[src/rtl/tick_timer.sv]
// Tick-driven countdown timer with one-shot/periodic modes and start/done/ack handshake.
// Optional pause input enabled by defining TICK_TIMER_PAUSE_EN.
module tick_timer #(
    parameter int TICKS_W = 8
) (
    input  logic               CLOCK_50,
    input  logic               resetn,
    input  logic               tick,
    input  logic               start,
    input  logic [TICKS_W-1:0] load_val,
    input  logic               periodic,
    input  logic               stop,
`ifdef TICK_TIMER_PAUSE_EN
    input  logic               pause,
`endif
    input  logic               ack,
    output logic               busy,
    output logic               done,
    output logic               expire,
    output logic [TICKS_W-1:0] remaining
);

    typedef enum logic [1:0] {
        IDLE = 2'd0,
        RUN  = 2'd1,
        DONE = 2'd2
    } state_t;

    state_t             r_state;
    state_t             w_state_nxt;
    logic [TICKS_W-1:0] r_remaining;
    logic [TICKS_W-1:0] w_remaining_nxt;
    logic [TICKS_W-1:0] r_reload;
    logic [TICKS_W-1:0] w_reload_nxt;
    logic               r_periodic;
    logic               w_periodic_nxt;
    logic               r_expire;
    logic               w_expire_nxt;
    logic               r_busy;
    logic               w_busy_nxt;
    logic               r_done;
    logic               w_done_nxt;
    logic               w_count;

`ifdef TICK_TIMER_PAUSE_EN
    assign w_count = tick & ~pause;
`else
    assign w_count = tick;
`endif

    always_ff @(posedge CLOCK_50 or negedge resetn) begin
        if (!resetn) begin
            r_state     <= IDLE;
            r_remaining <= '0;
            r_reload    <= '0;
            r_periodic  <= 1'b0;
            r_expire    <= 1'b0;
            r_busy      <= 1'b0;
            r_done      <= 1'b0;
        end else begin
            r_state     <= w_state_nxt;
            r_remaining <= w_remaining_nxt;
            r_reload    <= w_reload_nxt;
            r_periodic  <= w_periodic_nxt;
            r_expire    <= w_expire_nxt;
            r_busy      <= w_busy_nxt;
            r_done      <= w_done_nxt;
        end
    end

    always_comb begin
        w_state_nxt     = r_state;
        w_remaining_nxt = r_remaining;
        w_reload_nxt    = r_reload;
        w_periodic_nxt  = r_periodic;
        w_expire_nxt    = 1'b0;
        unique case (r_state)
            IDLE, DONE: begin
                // start in DONE doubles as ack and takes priority over it
                if (start) begin
                    w_reload_nxt   = load_val;
                    w_periodic_nxt = periodic;
                    if (|load_val) begin
                        w_state_nxt     = RUN;
                        w_remaining_nxt = load_val;
                    end else begin
                        w_state_nxt     = DONE;
                        w_remaining_nxt = '0;
                        w_expire_nxt    = 1'b1;
                    end
                end else if (r_state == DONE && ack) begin
                    w_state_nxt = IDLE;
                end
            end
            RUN: begin
                if (stop) begin
                    w_state_nxt     = IDLE;
                    w_remaining_nxt = '0;
                end else if (w_count) begin
                    if (r_remaining > TICKS_W'(1)) begin
                        w_remaining_nxt = r_remaining - TICKS_W'(1);
                    end else begin
                        w_expire_nxt = 1'b1;
                        if (r_periodic) begin
                            w_remaining_nxt = r_reload;
                        end else begin
                            w_remaining_nxt = '0;
                            w_state_nxt     = DONE;
                        end
                    end
                end
            end
            default: begin
                w_state_nxt     = IDLE;
                w_remaining_nxt = '0;
            end
        endcase
    end

    always_comb begin
        w_busy_nxt = (w_state_nxt == RUN);
        w_done_nxt = (w_state_nxt == DONE);
    end

    assign busy      = r_busy;
    assign done      = r_done;
    assign expire    = r_expire;
    assign remaining = r_remaining;

endmodule

[config.mk]
export PLATFORM = sky130hd
export DESIGN_NAME = tick_timer
export DESIGN_NICKNAME = d
export VERILOG_FILES = /design/src/rtl/tick_timer.sv
export SDC_FILE = /design/constraint.sdc
export NUM_CORES = 1
export LEC_CHECK = 0
export ABC_AREA = 1
export BUFFER_PORTS_ARGS = -buffer_cell sky130_fd_sc_hd__buf_2
export CAP_MARGIN = 20
export CORE_UTILIZATION = 25
export CTS_BUF_LIST = sky130_fd_sc_hd__clkbuf_4 sky130_fd_sc_hd__clkbuf_8
export DETAILED_ROUTE_END_ITERATION = 16
export GPL_ROUTABILITY_DRIVEN = 0
export PLACE_DENSITY = 0.39
export SLEW_MARGIN = 5
export SYNTH_ARGS = -nofsm -noshare
export SYNTH_HDL_FRONTEND = slang
export SYNTH_SLANG_ARGS = --single-unit
[constraint.sdc]
create_clock -name CLOCK_50 -period 2.4 [get_ports CLOCK_50]
set_input_delay 0.24 -clock CLOCK_50 [delete_from_list [all_inputs] [get_ports CLOCK_50]]
set_output_delay 0.24 -clock CLOCK_50 [all_outputs]
set_load 0.005 [all_outputs]
==> summary.md <==
| Metric | Value |
|---|---|
| CP arrival | `1.78 ns` |
| Vias | `1200` |
| Slew Viols, Final | `0` |
| Yosys top cell area share | `40.8%` |
| Reg area | `551 sq um` |
| Clock transition at path regs | `0.08 ns` |
| Synth Area per Inst | `7.14 sq um` |
| Cell taking the most area after synthesis | `dfrtp_1` |
| Resize count post-CTS | `0` |
| Drt total wl | `3410 um` |
| Total track usage | `14.3%` |
| Final Cycle Share | `67.7%` |
| Mean routed wirelength per cell | `11.8 um` |
| Die X | `75.5 um` |
| Max VDD drop | `273 uV` |
| Placed instance area | `1570 sq um` |
| Worst slew margin | `64.8%` |
| Pleak | `0.902 nW` |
| Multi-input gate area | `691 sq um` |
| Max Cap Violations | `0` |
| Post-Synthesis Cells | `189` |
| Wl on met1 | `1760 um` |
| Share of layout cells above drive strength 1 | `22.9%` |
| Post-synthesis cell type count | `25` |
| Post-Syn Area | `1350 sq um` |
| Worst hold path class | `in2reg` |
| Post-DP HPWL | `2650 um` |
| Largest net degree at the start of global routing | `23` |
| Full die area | `5700 sq um` |
| Pwr dens | `926 nW/um^2` |
| Initial antenna violation count | `0` |
| Uppermost layer routed | `met4` |
| Starting Density | `26.3%` |
| # rows | `26` |
| Vias in the first global route | `1205` |
| First-pass GRT wire length | `5980 um` |
| Ys Warns | `0` |
| Fin util | `31.5%` |
| Status | `finished, final reports clean` |
| Ant diodes | `0` |
| DRC | `0` |
| WP data required | `2.56 ns` |
| Clock sinks | `22` |
| Synth-to-Final Area Change | `19.8%` |
| Total congestion overflow | `0` |
| Fill count | `603` |
| Post-Syn Nets | `206` |
| Met3 WL | `91 um` |
| Iter 0 DRT Violations | `61` |
| Synth area leaders | `dfrtp_1, nand2_1, inv_1, nor2_1, nand3_1` |
| Core area | `5140 sq um` |
| Layout Cells excl Fill | `288` |
| Final instance area | `1620 sq um` |
| R2R Path End | `remaining[2]$_DFFE_PN0P_` |
| Clk Latency, worst-skew pair | `0.26 ns` |
| Fmax achieved | `0.616 GHz` |
| Root cell of the clock tree | `clkbuf_8` |
| CP endpoint kind | `register` |
| DRT Pass-1 Iters | `4` |
| Register-to-Register Setup Slack | `0.78 ns` |
| Final setup vio count | `0` |
| Worst Setup Start Kind | `register` |
| CTS buffer count | `3` |
| Detail Route Antenna Nets | `0` |
| Setup TNS Final | `0 ns` |
| Place WS | `0.779 ns` |
| Hold slack | `0.177 ns` |
| Final nets | `237` |
| Sequential share of the synthesized area | `40.8%` |
| Dpl cells | `284` |
| Hold path start | `periodic` |
| Htree depth | `1` |
| R2r worst-path depth | `11` |
| Hold Path End | `r_periodic$_DFFE_PN0P_` |
| Final hold violations | `0` |
| Die Y | `75.5 um` |
| Top Ports | `26` |
| I/O Buffers | `25` |
| Tot Pwr | `1.50 mW` |
| Crit Path Class | `reg2reg` |
| Vias per cell | `4.17` |
| Hold Path Depth | `3` |
| Met2 WL post-DR | `1540 um` |
| TritonCTS clock tree | `built` |
| PnR worst setup slack | `0.776 ns` |
| Synthesized flop and latch total | `22` |
| Unrepaired setup endpoints after global routing | `no` |
| Tmin final | `1.62 ns` |
| Deepest clock path buffer count | `2` |
| Critical path fanouts, max | `10` |
| FF-to-FF Start | `remaining[0]$_DFFE_PN0P_` |
| Worst Tran Pin Value | `0.528 ns` |
| Final Skew | `0.00438 ns` |
-- worst max-delay path by stage --
stage / slack, ns / startpoint / cells past startpoint / end
floorplan: 0.95 / remaining[0]$_DFFE_PN0P_ / 11 / remaining[3]$_DFFE_PN0P_
global placement: 0.82 / remaining[0]$_DFFE_PN0P_ / 9 / busy$_DFF_PN0_
detailed placement: 0.78 / remaining[0]$_DFFE_PN0P_ / 11 / remaining[2]$_DFFE_PN0P_
CTS: 0.77 / remaining[0]$_DFFE_PN0P_ / 11 / remaining[2]$_DFFE_PN0P_
global route: 0.64 / remaining[0]$_DFFE_PN0P_ / 12 / remaining[4]$_DFFE_PN0P_
finish: 0.78 / remaining[0]$_DFFE_PN0P_ / 11 / remaining[2]$_DFFE_PN0P_
-- what timing repair did --
action,CTS,global route
hold endpoints to repair,22,0
hold buffers,1,0
buffers inserted,0,0
-- cell families (layout without fill, tap and decap cells) --
group                      Yosys count  count (layout)  share of synthesized area (%)
xor gates and xnor gates             1               1                          0.649
buffers and inverters               27              56                           8.06
AOI/OAI and AO/OA                   22              22                           9.55
DFF                                 22              22                           40.8
adders and majority gates            2               2                           1.85
and+or+nand+nor                    115             115                           39.1
-- power by group --
group / switching (mW) / leakage [nW] / internal, mW / total, mW
logic: 0.430 / 0.604 / 0.258 / 0.688
registers: 0.111 / 0.276 / 0.467 / 0.578
clock network: 0.120 / 0.0216 / 0.112 / 0.232
total: 0.661 / 0.902 / 0.837 / 1.50
-- cell usage after synthesis (all sizes together) --
| master | instances |
|---|---|
| a21oi | 5 |
| clkbuf | 1 |
| dfrtp | 22 |
| ha | 2 |
| inv | 26 |
| nand2 | 84 |
| nand3 | 12 |
| nor2 | 17 |
| nor3 | 2 |
| o211ai | 2 |
| o21ai | 13 |
| o22ai | 2 |
| xnor2 | 1 |
-- worst max-delay path, stage by stage, from the launching register on --
cell and delay, ns:
dfrtp_1 0.43, inv_1 0.11, ha_1 0.21, inv_1 0.07, nand2_1 0.07, nand2_2 0.08, nor2_8 0.19, o21ai_1 0.11
nand3_1 0.10, nand2_1 0.05, nand2_1 0.07, nand2_1 0.05
-- registers in the layout, indices dropped and copies added, names as in the netlist --
signal	count
done	1
r_periodic	1
r_state	2
expire	1
r_reload	8
busy	1
remaining	8
-- routing by layer --
metal / vias to the layer above / GRT usage (%)
li1: 646 / -
met1: 532 / 20.7
met2: 18 / 22.2
met3: 4 / 2.25
met4: 0 / 3.70
met5: - / 0
-- placed cells by master (no fill, tap or decap), types with 3 or more instances in the layout --
cell type,count
a21oi_1,4
buf_2,25
clkbuf_8,3
dfrtp_1,22
inv_1,19
inv_2,5
nand2_1,81
nand3_1,8
nand3_2,4
nor2_1,12
o21ai_0,8
o21ai_1,5
-- cell type report --
cell class              count  area share, %
multi-input cells         140           42.7
flip-flops and latches     22           34.0
repair buffers             27           8.82
inverters                  26           6.50
well taps                  70           5.41
clock buffers               3           2.55
Power figures use the tool's default switching activity.
